===== config.mk =====
export PLATFORM = sky130hd
export DESIGN_NAME = keypad_encoder
export DESIGN_NICKNAME = d
export VERILOG_FILES = /design/src/rtl/keypad_pkg.sv /design/src/rtl/keypad_row_scanner.sv /design/src/rtl/keypad_encoder.sv
export SDC_FILE = /design/constraint.sdc
export NUM_CORES = 1
export LEC_CHECK = 0
export BUFFER_PORTS_ARGS = -buffer_cell sky130_fd_sc_hd__buf_2
export CAP_MARGIN = 10
export CORE_MARGIN = 2
export CORE_UTILIZATION = 30
export DETAILED_ROUTE_END_ITERATION = 6
export GPL_ROUTABILITY_DRIVEN = 0
export PLACE_DENSITY = 0.52
export RECOVER_POWER = 100
export SLEW_MARGIN = 20
export SYNTH_ARGS = -nofsm -noshare
export SYNTH_HDL_FRONTEND = slang
export SYNTH_SLANG_ARGS = --single-unit

===== constraint.sdc =====
create_clock -name clk -period 4.4 [get_ports clk]
set_clock_uncertainty 0.1 [all_clocks]
set_input_delay 0.88 -clock clk [delete_from_list [all_inputs] [get_ports clk]]
set_output_delay 0.88 -clock clk [all_outputs]
set_load 0.05 [all_outputs]

===== src/rtl/keypad_pkg.sv =====
// Shared definitions for the 4x4 keypad encoder.
//   - Key code constants for the operator keys.
//   - FSM state encoding used by keypad_encoder.
//   - keymap(): row/column position to key code.
package keypad_pkg;

  localparam logic [3:0] KEY_EQUAL = 4'hA;
  localparam logic [3:0] KEY_AC    = 4'hB;
  localparam logic [3:0] KEY_PLUS  = 4'hC;
  localparam logic [3:0] KEY_MINUS = 4'hD;
  localparam logic [3:0] KEY_MULT  = 4'hE;
  localparam logic [3:0] KEY_DIV   = 4'hF;

  typedef enum logic [1:0] {
    StScan     = 2'd0,
    StDebPress = 2'd1,
    StHeld     = 2'd2,
    StDebRel   = 2'd3
  } kp_state_e;

  // Board layout:
  //   row0: 1 2 3 +
  //   row1: 4 5 6 -
  //   row2: 7 8 9 *
  //   row3: AC 0 = /
  function automatic logic [3:0] keymap(input logic [1:0] row, input logic [1:0] col);
    logic [3:0] code;
    unique case ({row, col})
      4'b00_00: code = 4'h1;
      4'b00_01: code = 4'h2;
      4'b00_10: code = 4'h3;
      4'b00_11: code = KEY_PLUS;
      4'b01_00: code = 4'h4;
      4'b01_01: code = 4'h5;
      4'b01_10: code = 4'h6;
      4'b01_11: code = KEY_MINUS;
      4'b10_00: code = 4'h7;
      4'b10_01: code = 4'h8;
      4'b10_10: code = 4'h9;
      4'b10_11: code = KEY_MULT;
      4'b11_00: code = KEY_AC;
      4'b11_01: code = 4'h0;
      4'b11_10: code = KEY_EQUAL;
      4'b11_11: code = KEY_DIV;
    endcase
    return code;
  endfunction

endpackage


===== src/rtl/keypad_row_scanner.sv =====
// Row scanner for the 4x4 keypad.
//   Synchronises the columns, drives one row low at a time for SCAN_DIV cycles each and
//   accumulates the contacts seen over a full pass (rows 0..3).
// Ports:
//   clk        in   system clock
//   reset      in   asynchronous reset, active-low
//   col_n      in   [3:0] raw keypad columns, 0 = contact
//   row_n      out  [3:0] row drive, exactly one bit low
//   pass_done  out  1-cycle strobe on the last cycle of a pass
//   key_count  out  [4:0] contacts seen during the pass (valid with pass_done)
//   key_code   out  [3:0] code of the first contact seen (valid with pass_done)
module keypad_row_scanner
  import keypad_pkg::*;
#(
  parameter int unsigned SCAN_DIV = 1000
) (
  input  logic       clk,
  input  logic       reset,
  input  logic [3:0] col_n,
  output logic [3:0] row_n,
  output logic       pass_done,
  output logic [4:0] key_count,
  output logic [3:0] key_code
);

  localparam int unsigned DivW = (SCAN_DIV > 1) ? $clog2(SCAN_DIV) : 1;

  logic [3:0]      col_meta_q, col_sync_q;
  logic [DivW-1:0] div_q, div_d;
  logic [1:0]      row_idx_q, row_idx_d;
  logic [4:0]      acc_count_q, acc_count_d;
  logic [3:0]      acc_code_q, acc_code_d;
  logic            sample;
  logic [3:0]      contacts;
  logic [2:0]      row_count;
  logic [3:0]      row_code;

  // Two-flop synchroniser; idle value is all columns released.
  always_ff @(posedge clk or negedge reset) begin
    if (!reset) begin
      col_meta_q <= 4'hF;
      col_sync_q <= 4'hF;
    end else begin
      col_meta_q <= col_n;
      col_sync_q <= col_meta_q;
    end
  end

  // Columns are read on the last dwell cycle so the row drive has settled through the sync.
  assign sample   = (div_q == DivW'(SCAN_DIV - 1));
  assign contacts = ~col_sync_q;

  // Contacts in the current row; lowest active column supplies the code.
  always_comb begin
    row_count = '0;
    row_code  = keymap(row_idx_q, 2'd0);
    for (int c = 3; c >= 0; c--) begin
      if (contacts[c]) begin
        row_count = row_count + 3'd1;
        row_code  = keymap(row_idx_q, 2'(c));
      end
    end
  end

  always_comb begin
    div_d       = sample ? '0 : div_q + 1'b1;
    row_idx_d   = sample ? row_idx_q + 2'd1 : row_idx_q;
    acc_count_d = acc_count_q;
    acc_code_d  = acc_code_q;
    if (sample) begin
      if (row_idx_q == 2'd3) begin
        // Row 3 closes the pass; its contacts go straight to the outputs.
        acc_count_d = '0;
        acc_code_d  = '0;
      end else begin
        acc_count_d = acc_count_q + {2'b00, row_count};
        if ((acc_count_q == '0) && (row_count != '0)) begin
          acc_code_d = row_code;
        end
      end
    end
  end

  always_ff @(posedge clk or negedge reset) begin
    if (!reset) begin
      div_q       <= '0;
      row_idx_q   <= '0;
      acc_count_q <= '0;
      acc_code_q  <= '0;
    end else begin
      div_q       <= div_d;
      row_idx_q   <= row_idx_d;
      acc_count_q <= acc_count_d;
      acc_code_q  <= acc_code_d;
    end
  end

  assign row_n     = ~(4'b0001 << row_idx_q);
  assign pass_done = sample && (row_idx_q == 2'd3);
  // At most 16 contacts per pass, so 5 bits never overflow.
  assign key_count = acc_count_q + {2'b00, row_count};
  assign key_code  = (acc_count_q != '0) ? acc_code_q : row_code;

endmodule


===== src/rtl/keypad_encoder.sv =====
// 4x4 keypad scanner, debouncer and encoder feeding the calculator control FSM.
//   A key is accepted after DEBOUNCE_SCANS identical single-contact passes and released
//   after DEBOUNCE_SCANS empty passes. The consumer captures pressedkey on kbEN falling.
// Build option:
//   KEYPAD_REPEAT_EN  when defined, a held key dips kbEN low for one pass every
//                     REPEAT_SCANS passes (auto-repeat). Undefined: one event per press.
// Ports:
//   clk         in   system clock
//   reset       in   asynchronous reset, active-low
//   col_n       in   [3:0] keypad columns, pulled up, 0 = contact
//   row_n       out  [3:0] keypad row drive, one bit low at a time
//   kbEN        out  high while a key is accepted
//   pressedkey  out  [3:0] code of the accepted key
module keypad_encoder
  import keypad_pkg::*;
#(
  parameter int unsigned SCAN_DIV       = 1000,
  parameter int unsigned DEBOUNCE_SCANS = 4,
  parameter int unsigned REPEAT_SCANS   = 64
) (
  input  logic       clk,
  input  logic       reset,
  input  logic [3:0] col_n,
  output logic [3:0] row_n,
  output logic       kbEN,
  output logic [3:0] pressedkey
);

  if ((SCAN_DIV < 4) || (DEBOUNCE_SCANS < 1) || (REPEAT_SCANS < 1)) begin : g_param_check
    $error("keypad_encoder: SCAN_DIV must be >= 4 and scan counts must be >= 1");
  end

  localparam int unsigned CntW = $clog2(DEBOUNCE_SCANS + 1);

  logic            pass_done;
  logic [4:0]      key_count;
  logic [3:0]      key_code;
  logic            single_pass, empty_pass;

  kp_state_e       state_q, state_d;
  logic [CntW-1:0] cnt_q, cnt_d, cnt_inc;
  logic [3:0]      cand_q, cand_d;
  logic            kb_en_q, kb_en_d;
  logic [3:0]      key_q, key_d;
  logic            deb_done;

`ifdef KEYPAD_REPEAT_EN
  localparam int unsigned RepW = $clog2(REPEAT_SCANS + 1);
  logic [RepW-1:0] rep_q, rep_d, rep_inc;
  // rep_q is cleared on reaching REPEAT_SCANS, so the increment cannot wrap.
  assign rep_inc = rep_q + 1'b1;
`endif

  keypad_row_scanner #(
    .SCAN_DIV (SCAN_DIV)
  ) u_scanner (
    .clk       (clk),
    .reset     (reset),
    .col_n     (col_n),
    .row_n     (row_n),
    .pass_done (pass_done),
    .key_count (key_count),
    .key_code  (key_code)
  );

  assign single_pass = (key_count == 5'd1);
  assign empty_pass  = (key_count == 5'd0);
  assign cnt_inc     = (&cnt_q) ? cnt_q : cnt_q + 1'b1;
  assign deb_done    = (cnt_inc >= CntW'(DEBOUNCE_SCANS));

  always_comb begin
    state_d = state_q;
    cnt_d   = cnt_q;
    cand_d  = cand_q;
    kb_en_d = kb_en_q;
    key_d   = key_q;
`ifdef KEYPAD_REPEAT_EN
    rep_d   = rep_q;
`endif
    if (pass_done) begin
      unique case (state_q)
        StScan: begin
          if (single_pass) begin
            cand_d = key_code;
            cnt_d  = CntW'(1);
            if (DEBOUNCE_SCANS == 1) begin
              state_d = StHeld;
              kb_en_d = 1'b1;
              key_d   = key_code;
              cnt_d   = '0;
`ifdef KEYPAD_REPEAT_EN
              rep_d   = '0;
`endif
            end else begin
              state_d = StDebPress;
            end
          end
        end
        StDebPress: begin
          if (single_pass && (key_code == cand_q)) begin
            cnt_d = cnt_inc;
            if (deb_done) begin
              state_d = StHeld;
              kb_en_d = 1'b1;
              key_d   = cand_q;
              cnt_d   = '0;
`ifdef KEYPAD_REPEAT_EN
              rep_d   = '0;
`endif
            end
          end else begin
            state_d = StScan;
            cnt_d   = '0;
          end
        end
        StHeld: begin
          // No rollover: only an empty pass matters while a key is held.
          if (empty_pass) begin
            if (DEBOUNCE_SCANS == 1) begin
              state_d = StScan;
              kb_en_d = 1'b0;
              cnt_d   = '0;
            end else begin
              state_d = StDebRel;
              cnt_d   = CntW'(1);
            end
          end
`ifdef KEYPAD_REPEAT_EN
          else begin
            // A dip lasts exactly one pass, then kbEN returns high.
            kb_en_d = 1'b1;
            if (rep_inc >= RepW'(REPEAT_SCANS)) begin
              rep_d   = '0;
              kb_en_d = 1'b0;
            end else begin
              rep_d   = rep_inc;
            end
          end
`endif
        end
        StDebRel: begin
          if (empty_pass) begin
            cnt_d = cnt_inc;
            if (deb_done) begin
              state_d = StScan;
              kb_en_d = 1'b0;
              cnt_d   = '0;
            end
          end else begin
            state_d = StHeld;
            cnt_d   = '0;
`ifdef KEYPAD_REPEAT_EN
            // Release aborted during a dip: restore the level and restart the repeat period.
            kb_en_d = 1'b1;
            rep_d   = '0;
`endif
          end
        end
      endcase
    end
  end

  always_ff @(posedge clk or negedge reset) begin
    if (!reset) begin
      state_q <= StScan;
      cnt_q   <= '0;
      cand_q  <= '0;
      kb_en_q <= 1'b0;
      key_q   <= '0;
    end else begin
      state_q <= state_d;
      cnt_q   <= cnt_d;
      cand_q  <= cand_d;
      kb_en_q <= kb_en_d;
      key_q   <= key_d;
    end
  end

`ifdef KEYPAD_REPEAT_EN
  always_ff @(posedge clk or negedge reset) begin
    if (!reset) begin
      rep_q <= '0;
    end else begin
      rep_q <= rep_d;
    end
  end
`endif

  assign kbEN       = kb_en_q;
  assign pressedkey = key_q;

endmodule


* Word level (Yosys, flattened, before mapping) *
Cells that the tools add are included.

word-level totals
  register bits = 43
  bits of input ports = 6
  logic and storage cells = 93
  output and inout bits = 9

cells by class
  multiplexer cells = 36
  $lt $le $gt $ge = 1
  reduce and logical (&&, ||, !) cells = 18
  bitwise gates (word level) = 2
  add/sub/neg operators = 7
  shift operators = 1
  equal/unequal tests = 17

operators with widths
  operator               number
  $pmux 4 s4             4
  $mux 4                 7
  $mux 3                 9
  $mux 2                 6
  $ne 2x2->1 const B     6
  $pmux 3 s4             1
  $add 10x1->10 const B  1
  $eq 10x10->1 const B   1
  $logic_not 5->1        2
  $mux 10                1
  $add 3x1->3 const B    3
  $reduce_and 3->1       3
  $eq 2x2->1 const B     4
  $not 4->4              2
  $pmux 2 s4             1
  $ne 3x3->1 const B     2
  $reduce_and 6->1       1
  $add 5x3->5            1
  $eq 5x1->1 const B     1
  $mux 1                 5
  $mux 5                 1
  $reduce_and 5->1       1
  $reduce_bool 5->1      1
  $eq 2x1->1 const B     2
  other kinds (12)       16

* Logic depth before layout (Yosys ltp) *
Gate-level depths: netlist of the first run.

  depth after elaboration = 13
  gate-level depth with buffers = 15
  mapped depth without buffers = 15

* Modules after synthesis *
A second synthesis of the first run with hierarchy kept.

second synthesis, totals
  cell total of the unflattened synthesis = 229
  area total of the unflattened synthesis = 2434.8 µm²

modules (own cells, without submodules)
  module              instances  cells each  area an instance (µm²)  seq. area each (µm²)
  keypad_row_scanner  1          172         1751.7                  735.7
  keypad_encoder      1          57          683.2                   350.3

* Least setup slack after synthesis of the first run *
Ideal clock, no wire load.

  path kind = flip-flop to flip-flop
  from = register u_scanner.col_sync_q[2]
  to = register key_q[0] (netlist: pressedkey[0])
  arrival time = 3.623 ns
  data required time = 4.175 ns
  cell stages (with the launch flop) = 14
  period minus slack after synthesis = 3.848 ns
  path slack = 0.552 ns
  setup time = 0.125 ns
  path buffers = 0
  path through = dfstp_2 -> inv_1 -> ha_1 -> xnor2_1 -> ha_1 -> nor2_1 -> a31o_2 -> fa_1 -> nor3b_1 -> a32o_1 -> o22ai_1 -> nor3_1 -> nand4_4 -> mux2_2

between the ends
  word-level cells in the longest chain between the ends = 10
  elaborated cells between the ends (all ways) = 15
  classes of those cells = 3 x add/sub; 2 x eq/ne; 7 x mux; 1 x bitwise; 2 x reduce/logical

ends and longest elaborated chain
  what                          line                       RTL
  from (decl)                   keypad_row_scanner.sv:28   logic [3:0] col_meta_q, col_sync_q;
  from (signal assigned)        keypad_row_scanner.sv:45   col_sync_q <= col_meta_q;
  $not 4->4 *                   keypad_row_scanner.sv:51   assign contacts = ~col_sync_q;
  $mux 3                        keypad_row_scanner.sv:58   if (contacts[c]) begin
  $add 3x1->3                   keypad_row_scanner.sv:59   row_count = row_count + 3'd1;
  $mux 3                        keypad_row_scanner.sv:58
  $add 3x1->3                   keypad_row_scanner.sv:59
  $mux 3                        keypad_row_scanner.sv:58
  $add 5x3->5                   keypad_row_scanner.sv:101  assign key_count = acc_count_q + {2'b00, row_count};
  $eq 5x1->1                    keypad_encoder.sv:66       assign single_pass = (key_count == 5'd1);
  $logic_and 1x1->1 *           keypad_encoder.sv:100      if (single_pass && (key_code == cand_q)) begin
  $reduce_and 4->1 (no line) *  --
  to (signal assigned)          keypad_encoder.sv:175      key_q <= key_d;
  to (decl)                     keypad_encoder.sv:44       logic [3:0] key_q, key_d;

Every way passes the cells marked *; elsewhere a longest branch is shown, timed or not.
A chain may end at the register's enable or synchronous reset.

* Final worst setup path of the first run *
  from = register u_scanner.col_sync_q[2]
  to = register key_q[3] (netlist: pressedkey[3])

Same word-level chain as after synthesis.

==> results by group, run 1 <==
Worst hold path
  • WHS Path Cells: 0
  • Hold WC Path Type: register to register
  • Beginning of the worst hold path: u_scanner.col_meta_q[2]

GRT
  • Number of global-route vias before repair: approximately 2000
  • Largest net degree at the start of global routing: between 40 and 50
  • First-pass GRT wire length: 9.45 mm
  • Total track usage: between 10% and 20%
  • Initial antenna violation count: 0
  • Grt ovf: 0

Synthesis
  • Post-synth ARST share: 100%
  • Unique masters post-synth: 62
  • FF+latch count, synth: 43
  • Synth top area cells: dfrtp_1 33%, dfstp_2 7.9%, ha_1 7.5%, nand2_1 3.7%, o21ai_0 3.6%
  • Mean Syn Cell Area: 9.98 um^2
  • Most common cell in the synthesized netlist: dfrtp_1
  • Post-synth EDFFs: 0
  • Synth area leader: dfrtp_1
  • Top post-synthesis cells by count: 35 x dfrtp_1, 26 x nand2_1, 21 x inv_1
  • Prevailing post-synth register cell: dfrtp_1
  • Synth Cell Area: approximately 2700 um^2
  • Cells after synthesis: between 200 and 300
  • Area fraction of the dominant cell type after synthesis: approximately a third
  • Seq/Total Area, Yosys: between 40% and 50%
  • Syn nets: 289
  • Syn. warnings: 0

Power
  • P_leak: between 1 and 1.5 nW
  • Maximum vdd drop: between 100 and 150 uV
  • Power density over the cells: ~260 nW/um^2

Clocking
  • CTS Buf Count: 5
  • Worst-skew pair later-pin latency: 0.30 ns
  • Clk slew on worst S/H paths: around 0.090 ns
  • CTS tree: yes
  • Clk root buf: clkbuf_8
  • CTS Buffer Depth: 2
  • Clock Sinks: 43
  • H-tree Lvls: 2
  • PostCTS Resize Cnt: 0
  • Post CTS Setup Buffer Count: 0
  • Hold buffer count at cts: 0

Route
  • Top Metal Used: met4
  • Routed wire length on met3: 140 um
  • Metal1 wirelength: between 2 and 3 mm
  • DRC: 0
  • Total number of vias: a little under 2000
  • DRT Wirelength: 5.39 mm
  • DRT iter0 DRCs: 113
  • Final ANT Viol Nets: 0
  • Vias per cell: around 5.0
  • Drt wl/cell: 13.8 um
  • First-pass DRT Iterations: 4
  • WL met2: around 2.7 mm

Floorplan
  • Die Span X: about 98 um
  • Starting Density: 30.7%
  • Die height: ~98 um
  • Std-Cell Rows: 34
  • DIE AREA: 9610 um^2
  • Num ports: 15
  • Core area: ~8600 um^2

Placement
  • Dpl hpwl: around 4 mm
  • Port bufs: 14
  • Place WS: a little over 0.2 ns

Timing
  • Final setup vio count: 0
  • Period utilization: slightly above 90%
  • Max-slew violations: 44
  • Rel. slew slack: -55.6%
  • Hold Vio Cnt, Final: 0
  • Peak Freq: about 0.25 GHz
  • Post-route setup slack: about 0.34 ns
  • Slew @ Worst Pin: 2.33 ns
  • Shortest period the worst path allows: between 4 and 5 ns

Critical path
  • R2R cell count: 13
  • Worst setup SP type: register
  • Crit Path Max Fanout: 9
  • Reg2reg end: pressedkey[3]
  • Worst Setup SP: u_scanner.col_sync_q[2]
  • Critical Path RT: between 4 and 5 ns
  • CP endpoint kind: register
  • WS Path Type: register to register
  • Critical Path AT: between 4 and 5 ns
  • Capture point of the critical path: pressedkey[3]
  • R2R setup slack: ~0.34 ns
  • Reg2Reg Launch Point: u_scanner.col_sync_q[2]

Finish
  • Layout area overhead: 9.19%
  • Layout cells sized above 1: between 15 and 20%
  • Core Util, Final: around a third
  • Nets: between 300 and 400
  • Fillers: 900
  • Antenna cells: 0

Job
  • Max-cap violations: 1

Status
  • Outcome: finished, violations left
  • Failing checks: capacitance limit, slew limit
-- layout make-up --
cell class,count,area [um^2],share of cell area [%]
Multi-Input combinational cell,195,1460,50.2
Inverter,21,78.8,2.72
Timing Repair Buffer,14,57.6,1.99
Sequential cell,43,1090,37.5
Tap cell,108,135,4.66
Clock buffer,6,72.6,2.50
Clock inverter,2,12.5,0.432
-- metal layers --
metal / vias to the layer above / track usage [%]
met5: - / 0
met4: 0 / 2.78
met3: 7 / 2.43
met2: 27 / 20.0
met1: 961 / 15.9
li1: 963 / -
-- cell families (layout without fill, tap and decap cells) --
logic type,after synthesis,count (layout),synth area share [%]
buffers and inverters,28,43,4.48
AND/OR/NAND/NOR,94,94,20.7
XOR/XNOR,16,16,5.28
flip-flops,43,43,40.9
multiplexers,8,8,3.35
adder cells (fa/ha/maj),17,17,8.30
AO/OA/AOI/OAI,60,60,16.9
-- worst min-delay path by stage --
stage,to
after floorplan,u_scanner.col_sync_q[0]
after global placement,u_scanner.col_sync_q[0]
after detailed placement,u_scanner.col_sync_q[0]
after CTS,u_scanner.col_sync_q[0]
after global routing,u_scanner.col_sync_q[0]
final,u_scanner.col_sync_q[2]
-- registers in the layout, indices dropped and copies added, names as in the netlist --
signal / flops
u_scanner.acc_count_q: 5
pressedkey: 4
u_scanner.row_idx_q: 2
u_scanner.col_meta_q: 4
u_scanner.acc_code_q: 4
cnt_q: 3
u_scanner.div_q: 10
kbEN: 1
u_scanner.col_sync_q: 4
state_q: 2
cand_q: 4
-- critical path: stages (launching register included) --
cell	delay (ns)
dfstp_2	0.63
inv_1	0.09
ha_1	0.33
xnor2_1	0.18
ha_1	0.30
nor2_1	0.04
a31o_2	0.25
fa_1	0.63
nor3b_1	0.21
a32o_1	0.17
o22ai_2	0.16
nor3_1	0.35
nand4_4	0.18
mux2_1	0.35
-- cells in the final DEF, fill, tap and decap left out, drive strengths merged, types with 2 or more instances in the layout --
| cell type | n |
|---|---|
| nor3 | 3 |
| nor2b | 7 |
| ha | 16 |
| a21oi | 7 |
| a211oi | 2 |
| o31ai | 7 |
| clkbuf | 16 |
| xor2 | 7 |
| o21a | 4 |
| inv | 21 |
| mux2 | 7 |
| o21ai | 19 |
| o311ai | 2 |
| a21boi | 2 |
| and2 | 3 |
| xnor2 | 9 |
| nand3 | 7 |
| o211ai | 2 |
| o22ai | 2 |
| a32o | 2 |
| nor2 | 20 |
| and3b | 2 |
| nand2b | 2 |
| dfstp | 8 |
| or2 | 2 |
| nor3b | 2 |
| or3 | 4 |
| buf | 4 |
| nand2 | 27 |
| nand3b | 3 |
| nand4 | 3 |
| nor4b | 2 |
| dfrtp | 35 |
-- through the flow --
step | TNS [ns] | cells | hold WS (ns) | area, um^2 | total power, W
2_1_floorplan | 0 | 266 | 0.245 | 2650 | 0.000477
3_3_place_gp | 0 | 381 | 0.247 | 2820 | 0.000501
3_5_place_dp | 0 | 381 | 0.247 | 2820 | 0.000502
4_1_cts | 0 | 389 | 0.260 | 2900 | 0.000759
5_1_grt | -0.00313 | 389 | 0.263 | 2900 | 0.000789
6_report | 0 | 389 | 0.255 | 2900 | 0.000749
-- where the power goes --
part	total, W	internal [W]	switching, W	leakage (nW)
Sequential	0.000408	0.000402	0.00000582	0.559
Clock	0.000254	0.000111	0.000143	0.0412
Combinational	0.0000875	0.0000339	0.0000535	0.614
Power figures use the tool's default switching activity.
==> run 2: changes to the inputs <==
==> constraint.sdc (replaced) <==
create_clock -name clk -period 4.4 [get_ports clk]
set_clock_uncertainty 0.1 [all_clocks]
set_input_delay 0.88 -clock clk [delete_from_list [all_inputs] [get_ports clk]]
set_output_delay 0.88 -clock clk [all_outputs]
set_load 0.005 [all_outputs]
==> results by group, run 2 (synthesis results as in run 1) <==
Status
  • Outcome: finished, violations left
  • Failing checks: capacitance limit, slew limit

GRT
  • Initial antenna violation count: 0
  • Number of global-route vias before repair: 1961
  • Largest net degree at the start of global routing: 44
  • Total track usage: 12.0%
  • Grt ovf: 0
  • First-pass GRT wire length: roughly 9.5 mm

Finish
  • Max FFs per register: 10
  • Layout cells sized above 1: 17.1%
  • Post-route insts no fill: 389
  • Most frequent cells in the layout: 35 x dfrtp_1, 26 x nand2_1, 21 x inv_1, 20 x nor2_1, 19 x o21ai_0
  • Most common cell after layout, fill and taps aside: dfrtp_1
  • Nets: around 300
  • Fillers: 899
  • Most flops, register: u_scanner.div_q
  • Multi-input combinational cell area: ~1500 um^2
  • Storage cell area: roughly 1100 um^2
  • Antenna cells: 0
  • Layout area overhead: 9.43%
  • Top flop regs: u_scanner.div_q x10, u_scanner.acc_count_q x5
  • Fin area: between 2000 and 3000 um^2

Floorplan
  • Starting Density: 30.7%
  • Core area: approximately 8600 um^2
  • Num ports: 15
  • Die height: 98.1 um
  • DIE AREA: approximately 9600 um^2
  • Die Span X: between 90 and 100 um
  • Std-Cell Rows: 34

Timing
  • Hold Vio Cnt, Final: 0
  • Slew @ Worst Pin: between 2 and 2.5 ns
  • Max-slew violations: between 40 and 50
  • Post-route setup slack: about 0.34 ns
  • Rel. slew slack: -55.6%
  • Shortest period the worst path allows: 4.06 ns
  • Peak Freq: approximately 0.25 GHz
  • Final setup vio count: 0
  • Total negative slack: 0 ns
  • Period utilization: 92.2%

Route
  • Drt wl/cell: 13.8 um
  • First-pass DRT Iterations: 4
  • DRT Wirelength: approximately 5.4 mm
  • DRC: 0
  • DRT iter0 DRCs: between 100 and 150
  • Final ANT Viol Nets: 0
  • Total number of vias: approximately 2000
  • Vias per cell: ~5.0

Placement
  • Dpl hpwl: 3.96 mm
  • Cells after DPL: about 380
  • Place WS: a little over 0.2 ns
  • DP Area: roughly 2800 um^2
  • Port bufs: 14

Critical path
  • Reg2Reg Launch Point: u_scanner.col_sync_q[2]
  • Critical Path AT: roughly 4.1 ns
  • Reg2reg end: pressedkey[3]
  • R2R setup slack: between 0.3 and 0.4 ns
  • Worst setup SP type: register
  • Critical Path RT: between 4 and 5 ns
  • WS Path Type: register to register
  • R2R cell count: 13
  • CP endpoint kind: register
  • Crit Path Max Fanout: 9

Worst hold path
  • Beginning of the worst hold path: u_scanner.col_meta_q[2]
  • WHS Path Cells: 0
  • WHS Endpoint: u_scanner.col_sync_q[2]
  • Hold WC Path Type: register to register

Clocking
  • H-tree Lvls: 2
  • Worst-skew pair later-pin latency: about 0.29 ns
  • Clk root buf: clkbuf_8
  • CTS tree: yes
  • CTS Buffer Depth: 2
  • Clk slew on worst S/H paths: 0.09 ns
  • CTS Buf Count: 5
  • Post CTS Setup Buffer Count: 0
  • Clock Sinks: 43

Power
  • Power density over the cells: around 260 nW/um^2
  • Total power: roughly 0.00075 W
  • P_leak: 1.23 nW
  • Maximum vdd drop: ~140 uV

Job
  • Max-cap violations: 1
==> run 2: changes by cell type in the layout (fill, tap and decap cells not counted) <==
| cell | before | now |
|---|---|---|
| buf_2 | 4 | 9 |
| clkbuf_1 | 11 | 6 |
==> run 2: where the power goes <==
part / total, W / internal, W / switching (W) / leakage, nW
Sequential: 0.000408 / 0.000402 / 0.00000579 / 0.559
Clock: 0.000253 / 0.000111 / 0.000142 / 0.0412
Combinational: 0.0000874 / 0.0000339 / 0.0000535 / 0.632
Total: 0.000748 / 0.000547 / 0.000201 / 1.23
==> run 2: final cells by class <==
| cell class | instances | area share, % |
|---|---|---|
| clock buffer | 6 | 2.50 |
| multi-input combinational | 195 | 50.1 |
| clock inverter | 2 | 0.431 |
| timing repair buffer | 14 | 2.20 |
| inverter | 21 | 2.71 |
| tap | 108 | 4.65 |
| sequential | 43 | 37.4 |
==> run 2: worst max-delay path, cell delays in order (launching register included) <==
cell     delay [ns]
dfstp_2        0.63
inv_1          0.09
ha_1           0.33
xnor2_1        0.18
ha_1           0.30
nor2_1         0.04
a31o_2         0.25
fa_1           0.63
nor3b_1        0.21
a32o_1         0.17
o22ai_2        0.16
nor3_1         0.35
nand4_4        0.18
mux2_1         0.34
==> run 2: worst max-delay path by stage <==
stage                                  from       endpoint  slack (ns)  depth (start not counted)
floorplan           u_scanner.col_sync_q[2]  pressedkey[0]        0.55                         13
global placement    u_scanner.col_sync_q[2]  pressedkey[2]        0.31                         13
detailed placement  u_scanner.col_sync_q[2]  pressedkey[1]        0.20                         13
CTS                 u_scanner.col_sync_q[2]  pressedkey[1]        0.19                         13
global route        u_scanner.col_sync_q[2]  pressedkey[3]      -0.003                         14
finish              u_scanner.col_sync_q[2]  pressedkey[3]        0.34                         13
==> run 2: repair_timing <==
item	4_1_cts	5_1_grt
hold buffers	0	0
endpoints found under the setup margin	0	5
gates resized for setup	0	1
==> run 2: metal layers <==
metal  GRT usage [%]  vias up  wire length [um]
met4            2.78        0                48
met5               0        -                 0
met1            15.9      973              2570
met3            2.43        4               105
met2            20.0       18              2660
li1                -      963                 -
==> run 2: per-stage QoR <==
step / hold slack (ns) / utilization (%)
after global placement: 0.247 / 32.6
after global routing: 0.263 / 33.6
final: 0.252 / 33.6
after floorplan: 0.245 / -
after CTS: 0.260 / 33.6
after detailed placement: 0.247 / 32.6
